<file path="config.mk">
export PLATFORM = sky130hd
export DESIGN_NAME = mips_regfile_mp
export DESIGN_NICKNAME = d
export VERILOG_FILES = /design/src/rtl/regfile_pkg.sv /design/src/rtl/regfile_scoreboard.sv /design/src/rtl/mips_regfile_mp.sv
export SDC_FILE = /design/constraint.sdc
export NUM_CORES = 2
export LEC_CHECK = 0
export BUFFER_PORTS_ARGS = -buffer_cell sky130_fd_sc_hd__clkbuf_2
export CORE_MARGIN = 2
export CORE_UTILIZATION = 47
export CTS_BUF_LIST = sky130_fd_sc_hd__clkbuf_8
export CTS_CLUSTER_SIZE = 8
export DETAILED_ROUTE_END_ITERATION = 6
export HOLD_SLACK_MARGIN = 0.06
export PLACE_DENSITY_LB_ADDON = 0.25
export REMOVE_ABC_BUFFERS = 1
export SLEW_MARGIN = 20
export SYNTH_ARGS = -nofsm -noshare
export SYNTH_HDL_FRONTEND = slang
export SYNTH_SLANG_ARGS = --single-unit
</file>
<file path="constraint.sdc">
create_clock -name clk -period 58.9 [get_ports clk]
set_input_delay 11.78 -clock clk [delete_from_list [all_inputs] [get_ports clk]]
set_output_delay 11.78 -clock clk [all_outputs]
set_load 0.05 [all_outputs]
</file>
<file path="src/rtl/regfile_pkg.sv">
// Shared defaults and helpers for the Mini-MIPS multi-port register file.
package regfile_pkg;

  localparam int DATA_W_DEF = 32;
  localparam int ADDR_W_DEF = 5;
  localparam int REG_ZERO   = 0;

  // LSB position of field `port` inside a packed bus of `width`-bit fields.
  function automatic int port_lsb(input int port, input int width);
    return port * width;
  endfunction

endpackage

</file>
<file path="src/rtl/regfile_scoreboard.sv">
// Pending-load scoreboard: busy bit per register, outstanding-load count and
// per-read-port busy flags with same-cycle writeback bypass.
module regfile_scoreboard
  import regfile_pkg::*;
#(
  parameter int ADDR_W   = ADDR_W_DEF,
  parameter int NUM_RD   = 2,
  parameter int ZERO_REG = 1
) (
  input  logic                     clk,
  input  logic                     rst,
  input  logic [NUM_RD*ADDR_W-1:0] rd_addr,
  output logic [NUM_RD-1:0]        rd_busy,
  input  logic                     wb_en,
  input  logic [ADDR_W-1:0]        wb_addr,
  input  logic                     mark_en,
  input  logic [ADDR_W-1:0]        mark_addr,
  output logic [ADDR_W:0]          busy_cnt
);

  localparam int              DEPTH   = 1 << ADDR_W;
  localparam logic [ADDR_W:0] CNT_MAX = (ADDR_W + 1)'(DEPTH);
  localparam logic [ADDR_W:0] CNT_ONE = (ADDR_W + 1)'(1);

  logic [DEPTH-1:0] busy_q, busy_d;
  logic [ADDR_W:0]  cnt_q, cnt_d;
  logic             mark_ok, clr_ok, inc, dec;

  function automatic logic is_zero(input logic [ADDR_W-1:0] a);
    return (ZERO_REG != 0) && (a == ADDR_W'(REG_ZERO));
  endfunction

  always_comb begin
    mark_ok = mark_en && !is_zero(mark_addr);
    clr_ok  = wb_en && !is_zero(wb_addr);
    busy_d  = busy_q;
    if (clr_ok)  busy_d[wb_addr]   = 1'b0;
    if (mark_ok) busy_d[mark_addr] = 1'b1;
    // Set beats clear on the same entry, so a clear there never decrements.
    inc   = mark_ok && !busy_q[mark_addr];
    dec   = clr_ok && busy_q[wb_addr] && !(mark_ok && (mark_addr == wb_addr));
    cnt_d = cnt_q;
    if (inc && !dec && (cnt_q != CNT_MAX))
      cnt_d = cnt_q + CNT_ONE;
    else if (dec && !inc && (cnt_q != '0))
      cnt_d = cnt_q - CNT_ONE;
  end

  always_ff @(posedge clk or posedge rst) begin
    if (rst) begin
      busy_q <= '0;
      cnt_q  <= '0;
    end else begin
      busy_q <= busy_d;
      cnt_q  <= cnt_d;
    end
  end

  assign busy_cnt = cnt_q;

  for (genvar g = 0; g < NUM_RD; g++) begin : g_rd_busy
    logic [ADDR_W-1:0] ra;
    assign ra         = rd_addr[port_lsb(g, ADDR_W) +: ADDR_W];
    assign rd_busy[g] = busy_q[ra] && !(wb_en && (wb_addr == ra)) && !is_zero(ra);
  end

endmodule

</file>
<file path="src/rtl/mips_regfile_mp.sv">
// Mini-MIPS register file: two write ports (ALU, load writeback), NUM_RD
// bypassed read ports and a pending-load scoreboard for decode stalls.
module mips_regfile_mp
  import regfile_pkg::*;
#(
  parameter int DATA_W   = DATA_W_DEF,
  parameter int ADDR_W   = ADDR_W_DEF,
  parameter int NUM_RD   = 2,
  parameter int ZERO_REG = 1
) (
  input  logic                     clk,
  input  logic                     rst,
  input  logic [NUM_RD*ADDR_W-1:0] rd_addr,
  output logic [NUM_RD*DATA_W-1:0] rd_data,
  output logic [NUM_RD-1:0]        rd_busy,
  input  logic                     wa_en,
  input  logic [ADDR_W-1:0]        wa_addr,
  input  logic [DATA_W-1:0]        wa_data,
  input  logic                     wb_en,
  input  logic [ADDR_W-1:0]        wb_addr,
  input  logic [DATA_W-1:0]        wb_data,
  input  logic                     mark_en,
  input  logic [ADDR_W-1:0]        mark_addr,
  output logic [ADDR_W:0]          busy_cnt
);

  localparam int DEPTH = 1 << ADDR_W;

  logic [DATA_W-1:0] mem_q [DEPTH];
  logic [DATA_W-1:0] mem_d [DEPTH];
  logic              wa_ok, wb_ok;

  function automatic logic is_zero(input logic [ADDR_W-1:0] a);
    return (ZERO_REG != 0) && (a == ADDR_W'(REG_ZERO));
  endfunction

  // Port A is applied last so it overwrites port B on an address collision.
  always_comb begin
    wa_ok = wa_en && !is_zero(wa_addr);
    wb_ok = wb_en && !is_zero(wb_addr);
    mem_d = mem_q;
    if (wb_ok) mem_d[wb_addr] = wb_data;
    if (wa_ok) mem_d[wa_addr] = wa_data;
  end

  always_ff @(posedge clk or posedge rst) begin
    if (rst) begin
      for (int k = 0; k < DEPTH; k++) mem_q[k] <= '0;
    end else begin
      mem_q <= mem_d;
    end
  end

  for (genvar g = 0; g < NUM_RD; g++) begin : g_rd
    logic [ADDR_W-1:0] ra;
    assign ra = rd_addr[port_lsb(g, ADDR_W) +: ADDR_W];
    assign rd_data[port_lsb(g, DATA_W) +: DATA_W] =
        is_zero(ra)                   ? '0      :
        (wa_en && (wa_addr == ra))    ? wa_data :
        (wb_en && (wb_addr == ra))    ? wb_data :
                                        mem_q[ra];
  end

  regfile_scoreboard #(
    .ADDR_W  (ADDR_W),
    .NUM_RD  (NUM_RD),
    .ZERO_REG(ZERO_REG)
  ) u_sb (
    .clk      (clk),
    .rst      (rst),
    .rd_addr  (rd_addr),
    .rd_busy  (rd_busy),
    .wb_en    (wb_en),
    .wb_addr  (wb_addr),
    .mark_en  (mark_en),
    .mark_addr(mark_addr),
    .busy_cnt (busy_cnt)
  );

endmodule

</file>
-- Word-level counts from Yosys, hierarchy flattened
Cells that the tools add are included.
- flip-flop bits (word level): 1062
- latch bits: 0
- RAM bits: 0
- ROM bits: 0
- input port bits: 94
- output and inout port bits: 72
- word-level logic and storage cells: 138
- memories: 0
- add/sub/neg operators: 2
- multiply operators: 0
- div/mod/pow operators: 0
- $lt $le $gt $ge: 12
- eq/ne operators: 6
- shifts and indexed selects: 0
- multiplexer cells: 36
- bitwise gates (word level): 7
- reduce and logical (&&, ||, !) cells: 41
- operator list (cell ; count):
    $bwmux 1024 ; 2
    $mux 1024 ; 2
    $mux 32 ; 14
    $bmux 32 s5 ; 2
    $demux 32 s5 ; 2
    $and 32x32->32 ; 1
    $not 32->32 ; 1
    $or 32x32->32 ; 1
    $eq 5x5->1 ; 5
    $logic_not 5->1 ; 5
    $ge 6x6->1 const B ; 4
    $lt 5x6->1 const B ; 4
    $not 5->6 ; 4
    $logic_and 1x1->1 ; 23
    $bmux 1 s5 ; 4
    $lt 6x1->1 const B ; 2
    $mux 6 ; 2
    $logic_not 1->1 ; 11
    $demux 1 s5 ; 2
    $ge 5x1->1 const B ; 2
    $add 6x1->6 const B ; 1
    $mux 1 ; 6
    $ne 6x6->1 const B ; 1
    $reduce_bool 6->1 ; 1
    2 further kinds ; 2

-- Logic depth before layout (Yosys ltp)
- word-level depth: 10
- mapped depth: 18
- gate-level depth less buffers: 14

-- Modules after synthesis
Synthesis repeated with hierarchy kept, for this count alone.
- cell total of the unflattened synthesis: 6504
- area total of the unflattened synthesis: 67507.2 um2
- modules (own cells, without submodules) (module ; instances ; cells each ; area each (um2) ; sequential area each (um2)):
    mips_regfile_mp ; 1 ; 6189 ; 64403.0 ; 25624.6
    regfile_scoreboard ; 1 ; 315 ; 3104.2 ; 950.9

-- Least setup slack after synthesis
No wires, ideal clock.
- path kind: in2out
- from: in rd_addr[5]
- to: out rd_data[35]
- data arrival time: 14742 ps
- required time: 47120 ps
- path slack: 32378 ps
- cell stages on the path: 10
- buffers on the path: 6
- cell sequence: buf_2 -> buf_2 -> buf_4 -> buf_4 -> xnor2_1 -> and3_1 -> clkbuf_1 -> clkbuf_1 -> a211oi_1 -> o32ai_1
- longest elaborated chain between the ends: 7
- elaborated cells on any way between the ends: 12
- those cells by class: eq/ne (2); mux (6); bitwise (1); reduce/logical (3)
- RTL lines (element ; line ; source):
    start, declared ; mips_regfile_mp.sv:13 ; input logic [NUM_RD*ADDR_W-1:0] rd_addr,
    $not 5->6 (not written as such) ; mips_regfile_mp.sv:61 ; mem_q[ra];
    $bmux 32 s5 ; mips_regfile_mp.sv:61 ;
    $mux 32 (not written as such) (2 in a row) ; mips_regfile_mp.sv:61 ;
    $mux 32 ; mips_regfile_mp.sv:60 ; (wb_en && (wb_addr == ra)) ? wb_data :
    $mux 32 ; mips_regfile_mp.sv:59 ; (wa_en && (wa_addr == ra)) ? wa_data :
    $mux 32 (*) ; mips_regfile_mp.sv:58 ; is_zero(ra) ? '0 :
    end, declared ; mips_regfile_mp.sv:14 ; output logic [NUM_RD*DATA_W-1:0] rd_data,
Every way passes the cells marked *; elsewhere a longest branch is shown, timed or not. The select of a mux whose other input is x is not followed.

-- Worst setup path in the final report
- from: in rd_addr[1]
- to: out rd_data[28]
The elaborated chain is that of the path after synthesis.

==> flow_metrics.py <==
metrics = {
    "worst_setup_path": {
        "cp.required_ns": 47.12,
        "crit_family": "buffers and inverters",
        "worst-setup-path-type": "in -> out",
        "crit_top_cell": "buf_4",
        "critical_path_buf_inv_count": 6,
        "end_kind": "output port",
        "critPathLaunchType": "primary input",
        "rrSetupSlack_ns": 54.67,
        "max_stage_delay_ns": 0.80,
        "crit_chain": "buf_8 -> buf_4 -> buf_4 -> buf_4 -> xnor2_1 -> nand2_1 -> nor3_1 -> nor2_4 -> buf_4 -> a22o_1 -> clkbuf_2",
        "crit_slowest_cell": "nor2_4",
        "cp_max_fo": 82,
        "cp.arrival_ns": 16.77,
        "crit_start": "rd_addr[1]",
        "r2r-start": "u_sb.busy_q[5]$_DFF_PP0_",
    },
    "global_routing": {
        "gr-usage-met2_pct": 53.9,
        "grt-ovfl-total": 0,
        "gr-max-usage-layer": "met2",
        "grt_pass1_wl_um": 400000,
        "grt_max_degree": 153,
        "antenna_found_initial": 11,
        "use_met1_pct": 49.7,
        "grt_util_met3_pct": 12.7,
        "grt_usage_pct": 37.7,
        "first_global_vias": 54800,
    },
    "logic_synthesis": {
        "ys_top_cells_by_count": "dfrtp_1 (1062), nand2_1 (891), mux2i_1 (816)",
        "synth.lib_cells_used.distinct": 56,
        "synth_simple_gate_area_share_pct": 9.74,
        "synth-seq-cells": 1062,
        "ys_seq_area_share_pct": 39.5,
        "yosysTopAreaCellShare_pct": 39.5,
        "synth_compound_area_share_pct": 13.2,
        "synthArstFlopShare_pct": 100,
        "synth_mux_area_share_pct": 32.1,
        "netlist_area_um2": 67300,
        "synthAdderAreaFrac_pct": 0.104,
        "netlist_instances": 6553,
        "synth-edff-count": 0,
        "synth_largest_area_cell": "dfrtp_1",
        "ys.flop_type": "dfrtp_1",
        "synth_xor_area_share_pct": 0.351,
        "avgSynthCellArea_um2": 10.3,
        "synth_top_family_by_area": "multiplexers",
        "synth_area_leaders": "dfrtp_1 (39%), mux4_2 (19%), mux2i_1 (12%), nand2_1 (5.0%), o21ai_0 (4.1%)",
        "synthMostInstantiatedCell": "dfrtp_1",
        "yosysWarnings": 0,
    },
    "pwr": {
        "peakVddDrop_mv": 0.0272,
        "p_leak_uw": 0.0300,
        "power_density_nw_per_um2": 34.3,
        "power_uw": 2490,
    },
    "route": {
        "drt_pass1_iterations": 7,
        "wirelength_um": 279000,
        "antenna_left": 0,
        "vias": 57500,
        "drt_iter0_markers": 8264,
        "drt-wirelength-per-cell_um": 33.9,
        "drc": 2,
        "via_per_inst": 7.00,
    },
    "final_layout": {
        "multiInputGateArea_um2": 37900,
        "fillers": 12500,
        "areaGrowthSynthToFinish_pct": 7.78,
        "drive_gt1_share_pct": 20.1,
        "regArea_um2": 26600,
        "nNetsFinal": 6282,
    },
    "min_path": {
        "min_from": "mem_q[1010]$_DFF_PP0_",
        "min_path_type": "reg -> reg",
    },
    "outcome": {
        "status": "finished with violations",
        "violations": "DRC",
    },
    "placed_design": {
        "hpwl_um": 155000,
        "port_buffers": 165,
        "gp_congestion": 0.937,
        "dp_slack_ns": 30.61,
    },
    "clock_tree": {
        "cts_tree": "yes",
        "root_buffer": "clkbuf_8",
        "postCtsHoldBufs": 0,
        "cts_setup_buffers": 0,
        "clkSinkCount": 1062,
        "cts_buffers": 185,
        "cts.reportedPaths.clkPinSlew_ns": 0.06,
        "cts_resized": 0,
        "clockBufferDepth": 3,
        "insertion_delay_ns": 0.98,
        "htreeDepth": 4,
    },
    "die": {
        "start_util_pct": 47.4,
        "dieArea_um2": 146000,
        "core_um2": 142000,
        "die_h_um": 383,
        "io_pins": 166,
        "rows": 138,
        "die_x_um": 383,
    },
    "sta": {
        "rsz0062_at_grt": "false",
        "period_needed_ns": 28.55,
        "fin_setup_tns_ns": 0,
        "fin_ws_ns": 30.35,
        "max_slew_margin_pct": 10.9,
        "tightest_slew_ns": 1.33,
        "setup_viol": 0,
        "fin_skew_ns": 0.0277,
        "min_period_over_period_pct": 48.5,
        "fmax_mhz": 35.0,
        "hold_viol": 0,
        "slew_viol_final": 0,
    },
    "flow_run": {
        "cap_viol_max_count": 0,
    },
}
per-layer routing:
metal  wire length, um  vias up
met5               159        -
met4             19000       18
met3             38500     1058
met2            119000     4494
met1            102000    28600
li1                  -    23300
report_power, final:
part / internal [uW] / total (uW) / switching, uW
logic: 353 / 712 / 359
clock network: 364 / 701 / 337
registers: 917 / 1070 / 155
stage by stage:
| step | hold slack (ns) | instance area, um2 | std cells | utilization (%) |
|---|---|---|---|---|
| 4_1_cts | 0.398 | 72500 | 8203 | 51.1 |
| 3_3_place_gp | 0.381 | 68800 | 7884 | 48.5 |
| 5_1_grt | 0.406 | 72600 | 8207 | 51.1 |
| 3_5_place_dp | 0.386 | 68800 | 7885 | 48.5 |
| 2_1_floorplan | 0.365 | 64000 | 5702 | - |
| 6_report | 0.398 | 72600 | 8214 | 51.1 |
worst register-to-register path, stage by stage, from the launching register on:
cell      delay (ns)
dfrtp_1         0.43
mux4_2          0.52
a22oi_2         0.17
nor2_1          0.05
or4_1           0.64
a21o_1          0.31
a21o_1          0.29
ha_1            0.30
a21o_1          0.17
a21oi_1         0.21
nor2_1          0.08
a211oi_1        0.32
nand2_1         0.12
mux4_2          0.47
flip-flops by register name (all words and copies together), names as in the netlist:
| signal | cells |
|---|---|
| mem_q | 1024 |
| u_sb.busy_cnt | 6 |
| u_sb.busy_q | 32 |
cells by family after synthesis:
logic type,after synthesis
simple gates,1646
compound gates,1522
mux,1429
flops,1062
buf+inv,862
xor+xnor,27
fa+ha+maj,5
cells in the final DEF, fill, tap and decap left out, drive strengths merged, types with 5 or more instances in the layout:
cell      netlist  layout
a211o          15      15
a211oi          9       9
or2             6       6
and3            6       6
a21oi         478     478
a32oi         151     151
a21o           21      21
nor3b           5       5
nor3           43      43
clkinv          0      16
and2            5       5
diode           0      10
a31oi         155     155
nor2          599     599
inv            11      72
a22o           48      48
clkinvlp        0       5
o21ai         552     552
or3             7       7
and3b           5       5
mux2           34      34
xor2           16      16
nand2         891     891
nor4            6       6
o22ai          54      54
mux4          579     579
xnor2          11      11
mux2i         816     816
nor2b          28      28
o32ai           5       5
dfrtp        1062    1062
buf           203     139
nand3          10      10
clkbuf        648     389
nand4           8       8
o221ai         23      23
nand2b         11      11
path summary, 6_finish.rpt:
check | endpoint | cells after the start
worst max-delay path | rd_data[28] | 11
worst min-delay path | mem_q[1010]$_DFF_PP0_ | 0
worst max register to register | u_sb.busy_cnt[5]$_DFFE_PP0P_ | 13
worst min register to register | mem_q[1010]$_DFF_PP0_ | 0
max in group asynchronous | mem_q[954]$_DFF_PP0_ | 5
min in group asynchronous | mem_q[43]$_DFF_PP0_ | 2
area by class of cell:
type                            count  share of cell area (%)
Timing Repair Buffer              294                    2.70
Inverter                           11                  0.0672
Multi-Input combinational cell   4629                    52.3
Sequential cell                  1062                    36.6
Clock buffer                      234                    4.44
Tap cell                         1890                    3.26
Clock inverter                     84                   0.629
Antenna cell                       10                  0.0345
Note: power is estimated with default switching activity, not from simulation.
